`src/rtl/vga_pkg.sv`:
```
// Shared types and constants for the VGA pixel pacer.
package vga_pkg;

  typedef enum logic [1:0] {
    RESYNC   = 2'd0,
    WAIT_SOF = 2'd1,
    STREAM   = 2'd2
  } pacer_state_e;

  localparam logic [15:0] RGB565_MAGENTA = 16'hF81F;
  localparam int          STAT_W         = 16;

  // Saturating increment for the statistics counters.
  function automatic logic [STAT_W-1:0] sat_inc(input logic [STAT_W-1:0] v);
    return (v == '1) ? v : v + STAT_W'(1);
  endfunction

endpackage

```
`src/rtl/vga_pacer_head.sv`:
```
// One-word head register with a ready/pop handshake; usable as a generic skid stage.
// 'keep' selects whether an accepted word is stored or discarded, 'flush' empties the stage.
module vga_pacer_head #(
  parameter int W = 18
) (
  input  logic         clk,
  input  logic         rst,
  input  logic         s_valid,
  output logic         s_ready,
  input  logic [W-1:0] s_data,
  input  logic         keep,
  input  logic         pop,
  input  logic         flush,
  output logic         head_valid,
  output logic [W-1:0] head_data
);

  logic accept;

  // Pop and refill in the same cycle keeps one word per cycle of throughput.
  assign s_ready = !head_valid || pop;
  assign accept  = s_valid && s_ready;

  // NOTE: sequential state uses non-blocking assignments only, so every register
  // samples the values from before the edge regardless of statement order.
  // NOTE: the data word is reset too; it is a single register, not a memory array,
  // so the reset costs nothing and keeps the outputs deterministic.
  always_ff @(posedge clk or posedge rst) begin
    if (rst) begin
      head_valid <= 1'b0;
      head_data  <= '0;
    end else if (accept && keep) begin
      head_valid <= 1'b1;
      head_data  <= s_data;
    end else if (pop || flush) begin
      head_valid <= 1'b0;
    end
  end

endmodule

```
`src/rtl/vga_pixel_pacer.sv`:
```
// Pixel-clock pacer: releases one RGB565 word per active-video cycle with registered syncs,
// and resynchronises to the next start of frame on underflow or misalignment. Stats: VGA_PACER_STATS_EN.
module vga_pixel_pacer
  import vga_pkg::*;
#(
  parameter int                    DATA_WIDTH      = 16,
  parameter int                    H_ACTIVE        = 640,
  parameter int                    V_ACTIVE        = 480,
  parameter logic [DATA_WIDTH-1:0] UNDERFLOW_COLOR = RGB565_MAGENTA
) (
  input  logic                  pix_clk,
  input  logic                  pix_rst,
  input  logic [DATA_WIDTH-1:0] s_tdata,
  input  logic                  s_tvalid,
  output logic                  s_tready,
  input  logic                  s_tuser,
  input  logic                  s_tlast,
  input  logic                  de_in,
  input  logic                  hs_in,
  input  logic                  vs_in,
  input  logic                  frame_start,
  output logic [4:0]            vga_red,
  output logic [5:0]            vga_green,
  output logic [4:0]            vga_blue,
  output logic                  vga_hs,
  output logic                  vga_vs,
  output logic                  vga_de,
  output logic                  err_underflow,
  output logic                  err_align,
  output logic [STAT_W-1:0]     stat_underflow_cnt,
  output logic [STAT_W-1:0]     stat_resync_cnt
);

  localparam int X_W = (H_ACTIVE > 1) ? $clog2(H_ACTIVE) : 1;
  localparam int Y_W = (V_ACTIVE > 1) ? $clog2(V_ACTIVE) : 1;
  localparam int HW  = DATA_WIDTH + 2;

  pacer_state_e          state, state_nxt;
  logic [X_W-1:0]        x_cnt;
  logic [Y_W-1:0]        y_cnt;
  logic                  uf_pending;

  logic                  head_valid;
  logic [HW-1:0]         head_word;
  logic [DATA_WIDTH-1:0] head_data;
  logic                  head_sof, head_eol;

  logic                  accept, keep, flush, pop;
  logic                  active_stream, underflow, align_err;
  logic                  x_last, y_last, at_origin, frame_end, leave;
  logic [DATA_WIDTH-1:0] pix_q;

  vga_pacer_head #(.W(HW)) u_head (
    .clk        (pix_clk),
    .rst        (pix_rst),
    .s_valid    (s_tvalid),
    .s_ready    (s_tready),
    .s_data     ({s_tuser, s_tlast, s_tdata}),
    .keep       (keep),
    .pop        (pop),
    .flush      (flush),
    .head_valid (head_valid),
    .head_data  (head_word)
  );

  assign {head_sof, head_eol, head_data} = head_word;
  assign accept = s_tvalid && s_tready;

  always_comb begin
    x_last        = (x_cnt == X_W'(H_ACTIVE - 1));
    y_last        = (y_cnt == Y_W'(V_ACTIVE - 1));
    at_origin     = (x_cnt == '0) && (y_cnt == '0);
    active_stream = (state == STREAM) && de_in;
    pop           = active_stream && head_valid;
    underflow     = active_stream && !head_valid;
    align_err     = pop && ((head_eol != x_last) || (head_sof != at_origin));
    frame_end     = active_stream && x_last && y_last;
    // Misalignment leaves immediately; an underflowed frame is finished first.
    leave         = align_err || (frame_end && (uf_pending || underflow));
  end

  // NOTE: every signal written here gets a default first, so no path can leave
  // one unassigned and infer a latch.
  always_comb begin
    state_nxt = state;
    keep      = 1'b1;
    flush     = 1'b0;
    unique case (state)
      RESYNC: begin
        keep = s_tuser;
        // A sof word may already be held from the cycle that left STREAM.
        if (head_valid || (accept && s_tuser)) state_nxt = WAIT_SOF;
      end
      WAIT_SOF: begin
        if (frame_start) state_nxt = STREAM;
      end
      STREAM: begin
        if (leave) begin
          state_nxt = RESYNC;
          flush     = 1'b1;
          keep      = s_tuser;
        end
      end
      default: state_nxt = RESYNC;
    endcase
  end

  always_ff @(posedge pix_clk or posedge pix_rst) begin
    if (pix_rst) state <= RESYNC;
    else         state <= state_nxt;
  end

  always_ff @(posedge pix_clk or posedge pix_rst) begin
    if (pix_rst) begin
      x_cnt <= '0;
      y_cnt <= '0;
    end else if ((state == WAIT_SOF) && frame_start) begin
      x_cnt <= '0;
      y_cnt <= '0;
    end else if (active_stream) begin
      if (x_last) begin
        x_cnt <= '0;
        y_cnt <= y_last ? '0 : y_cnt + Y_W'(1);
      end else begin
        x_cnt <= x_cnt + X_W'(1);
      end
    end
  end

  always_ff @(posedge pix_clk or posedge pix_rst) begin
    if (pix_rst) begin
      uf_pending    <= 1'b0;
      err_underflow <= 1'b0;
      err_align     <= 1'b0;
    end else begin
      uf_pending    <= (state == STREAM) && (uf_pending || underflow);
      err_underflow <= err_underflow || underflow;
      err_align     <= err_align || align_err;
    end
  end

  // All pin outputs share one register stage so they stay aligned.
  always_ff @(posedge pix_clk or posedge pix_rst) begin
    if (pix_rst) begin
      vga_de <= 1'b0;
      vga_hs <= 1'b0;
      vga_vs <= 1'b0;
      pix_q  <= '0;
    end else begin
      vga_de <= de_in;
      vga_hs <= hs_in;
      vga_vs <= vs_in;
      if (!de_in)   pix_q <= '0;
      else if (pop) pix_q <= head_data;
      else          pix_q <= UNDERFLOW_COLOR;
    end
  end

  assign vga_red   = pix_q[15:11];
  assign vga_green = pix_q[10:5];
  assign vga_blue  = pix_q[4:0];

`ifdef VGA_PACER_STATS_EN
  logic [STAT_W-1:0] uf_cnt_q, rs_cnt_q;

  always_ff @(posedge pix_clk or posedge pix_rst) begin
    if (pix_rst) begin
      uf_cnt_q <= '0;
      rs_cnt_q <= '0;
    end else begin
      if (underflow)                    uf_cnt_q <= sat_inc(uf_cnt_q);
      if ((state == STREAM) && leave)   rs_cnt_q <= sat_inc(rs_cnt_q);
    end
  end

  assign stat_underflow_cnt = uf_cnt_q;
  assign stat_resync_cnt    = rs_cnt_q;
`else
  assign stat_underflow_cnt = '0;
  assign stat_resync_cnt    = '0;
`endif

endmodule
```
`config.mk`:
```
export PLATFORM = sky130hd
export DESIGN_NAME = vga_pixel_pacer
export DESIGN_NICKNAME = d
export VERILOG_FILES = /design/src/rtl/vga_pkg.sv /design/src/rtl/vga_pacer_head.sv /design/src/rtl/vga_pixel_pacer.sv
export SDC_FILE = /design/constraint.sdc
export NUM_CORES = 1
export LEC_CHECK = 0
export CORE_MARGIN = 2
export CORE_UTILIZATION = 49
export DETAILED_ROUTE_END_ITERATION = 12
export DONT_BUFFER_PORTS = 1
export PLACE_DENSITY = 0.65
export SETUP_SLACK_MARGIN = 0.02
export SLEW_MARGIN = 20
export SYNTH_ARGS = -nofsm -noshare
export SYNTH_HDL_FRONTEND = slang
export SYNTH_SLANG_ARGS = --single-unit
export TNS_END_PERCENT = 50
```
`constraint.sdc`:
```
create_clock -name pix_clk -period 2.4 [get_ports pix_clk]
set_input_delay 0.48 -clock pix_clk [delete_from_list [all_inputs] [get_ports pix_clk]]
set_output_delay 0.48 -clock pix_clk [all_outputs]
set_load 0.1 [all_outputs]
```
==> summary.txt <==
Status
  – Run status: complete, no violations

Run
  – Number of max-cap violations: 0

Yosys
  – Dominant cells by area after synthesis: dfrtp_1 (43%), buf_4 (7.3%), a311o_1 (4.8%)
  – Avg Cell Area, Syn: 9.19 µm²
  – Yosys warns: 0
  – Synth top area share: 0.433
  – FF+latch count, synth: 62
  – Seq/Total Area, Yosys: 0.433
  – Synth area leader: dfrtp_1
  – Prevailing post-synth register cell: dfrtp_1
  – Synth Instances: 390
  – Mapped cell area: 3580 µm²
  – Ys async rst share: 1.00
  – Synth unique cells: 44
  – Post-synth EDFFs: 0

Final layout
  – Final net count: 448
  – Ant diodes: 0
  – Commonest cells after routing, fill and taps aside: dfrtp_1 (62), nor2_1 (41), nand2_1 (39)
  – Fillers: 639
  – Area growth syn-to-layout: 14.9%
  – Layout Utilization: 0.574
  – Commonest non-fill, non-tap cell in the layout: dfrtp_1
  – Share of layout cells above drive strength 1: 0.224

Floorplanning
  – Core area: 7180 µm²
  – Initial Utilization: 0.499
  – Die W: 89.5 µm
  – Top Ports: 79
  – Die H: 89.5 µm
  – Full die area: 8010 µm²
  – Row count: 31

Setup path
  – Setup Crit Path Kind: reg -> reg
  – Worst setup SP type: flop
  – Slowest CP cell: or4b_4
  – Crit-path max FO: 4
  – CP Cell Sequence: ha_2 > nand4_1 > or4b_4 > or3b_4 > clkbuf_16 > nand3_1 > nor2_1 > a311o_1
  – Required @ worst endpoint: 2.63 ns
  – Critical path arrival: 2.60 ns
  – Element type at the critical path end: flop
  – Slowest stage delay, CP: 0.51 ns

Clock tree
  – TritonCTS clock tree: done
  – Maximum root-to-sink buffer count: 2
  – Clk_lat worst skew: 0.35 ns
  – CTS root buf: clkbuf_8
  – Reg clk slew, reported paths: 0.07 ns
  – Clock sink count: 62
  – CTS buffer count: 9
  – H-tree depth: 3
  – Hold buffers post-CTS: 0

Pwr
  – Peak VDD IR: 0.810 mV
  – Flop pwr share: 0.377
  – Combinational power share: 0.417
  – Clock power frac: 0.206
  – Power per cell area: 1060 nW/µm²
  – Internal: 2370 µW
  – Sw Share: 0.458
  – Leakage: 0.00187 µW
  – NetSw: 2010 µW

Route
  – Vias per Instance: 5.50
  – Drt total wl: 7.98 mm
  – Pre-antenna DRT Iters: 5
  – First DRT Iteration DRCs: 205
  – Via count: 2875
  – DRC: 0
  – DRT antenna net count: 0
  – Wire per inst: 15.3 µm

GRT
  – Initial antenna violation count: 0
  – Remaining Overflow, GRT: 0
  – First-pass GRT wire length: 12.5 mm
  – Largest net degree at the start of global routing: 52
  – Vias in the first global route: 2582
  – GRT Resource Usage Total: 0.204

Place
  – HPWL after DPL: 4.99 mm
  – Placer Congestion: 0.823
  – # port buffers: 0

STA
  – Min Hold Slack: 0.0198 ns
  – Post-route clock period utilization: 0.986
  – Layout Skew: 0.0133 ns
  – TNS Setup: 0 ns
  – Max Slew Vio Count: 0
  – Final setup fails: 0
  – Worst-margin pin slew: 0.891 ns
  – RSZ-0062 raised after global routing: yes
  – Fmax: 0.422 GHz
  – Min Tclk post-route: 2.37 ns
  – Worst rel slew slack: 0.406
  – Final Hold Viols: 0

Min path
  – HP Class: in -> async
area by class of cell:
class                           instances  area (µm²)  area share
Multi-Input combinational cell        276        1720       0.418
Sequential cell                        62        1550       0.377
Timing Repair Buffer                   45         437       0.106
Clock buffer                            9         124      0.0301
Tap cell                               99         124      0.0301
Inverter                               25        93.8      0.0228
Clock inverter                          7        65.1      0.0158
cell families (layout without fill, tap and decap cells):
kind of cell | after synthesis | after routing | synth area share
adder cells (fa/ha/maj) | 4 | 4 | 0.0140
flip-flops | 62 | 62 | 0.433
multiplexers | 1 | 1 | 0.00314
other | 1 | 32 | 0.00105
AO/OA/AOI/OAI | 71 | 71 | 0.159
XOR/XNOR | 10 | 10 | 0.0244
AND/OR/NAND/NOR | 158 | 158 | 0.230
buffers and inverters | 83 | 86 | 0.135
worst max-delay path: cells and delay by family (launching register included):
kind | cells | cell delay (ns)
AND/OR/NAND/NOR | 5 | 1.21
flip-flops | 1 | 0.37
AO/OA/AOI/OAI | 1 | 0.31
adder cells (fa/ha/maj) | 1 | 0.19
buffers and inverters | 1 | 0.19
cells in the mapped netlist (all sizes together), types with 4 or more instances:
cell / n
dfrtp: 62
nand3: 43
nor2: 43
buf: 42
nand2: 39
inv: 25
a311o: 17
o221ai: 17
clkbuf: 16
o21a: 11
o21ai: 10
and3: 7
a21oi: 6
xnor2: 6
ha: 4
xor2: 4
per-layer routing:
layer | vias to the layer above | wire length, µm | track usage
met1 | 1389 | 3590 | 0.272
met2 | 112 | 3750 | 0.310
li1 | 1364 | - | -
met5 | - | 0 | 0
met3 | 10 | 555 | 0.0572
met4 | 0 | 84 | 0.0923
registers in the layout, indices dropped and copies added, names as in the netlist:
name               count
u_head.head_data      18
pix_q                 16
x_cnt                 10
y_cnt                  9
state                  2
err_align              1
err_underflow          1
u_head.head_valid      1
uf_pending             1
vga_de                 1
vga_hs                 1
vga_vs                 1
power groups by stage:
stage               combinational (µW)  sequential, µW  clock [µW]
floorplan                         1340            1840           0
global placement                  1760            1650           0
detailed placement                1800            1660           0
CTS                               1800            1650         915
global route                      1990            1700         958
finish                            1830            1650         903
repair_timing:
item | 4_1_cts | 5_1_grt
pin swaps | 2 | 12
cloned | 2 | 1
endpoints found under the setup margin | 6 | 19
setup buffers | 1 | 3
gates resized for setup | 3 | 11
per-stage QoR:
step,instance area [µm²],worst slack [ns],std cells,total power [µW]
final,4120,0.0329,523,4380
after global routing,4120,-0.0488,523,4640
after CTS,4020,0.00861,519,4360
after detailed placement,3760,0.00456,500,3460
after global placement,3760,0.0739,500,3410
after floorplan,3700,0.0404,421,3180
worst paths after layout:
check                                     startpoint                          endpoint  slack (ns)  cells after the start
worst min-delay path                         pix_rst                  vga_vs$_DFF_PP0_        0.02                      1
worst max register to register  y_cnt[0]$_DFFE_PP0P_  u_head.head_data[16]$_DFFE_PP0P_        0.03                      8
worst min register to register  y_cnt[8]$_DFFE_PP0P_              y_cnt[8]$_DFFE_PP0P_        0.53                      1
min in group pix_clk                           de_in                  vga_de$_DFF_PP0_        0.17                      0
max in group asynchronous                    pix_rst              x_cnt[2]$_DFFE_PP0P_        1.69                      2
worst max-delay path            y_cnt[0]$_DFFE_PP0P_  u_head.head_data[16]$_DFFE_PP0P_        0.03                      8
Power figures use the tool's default switching activity.
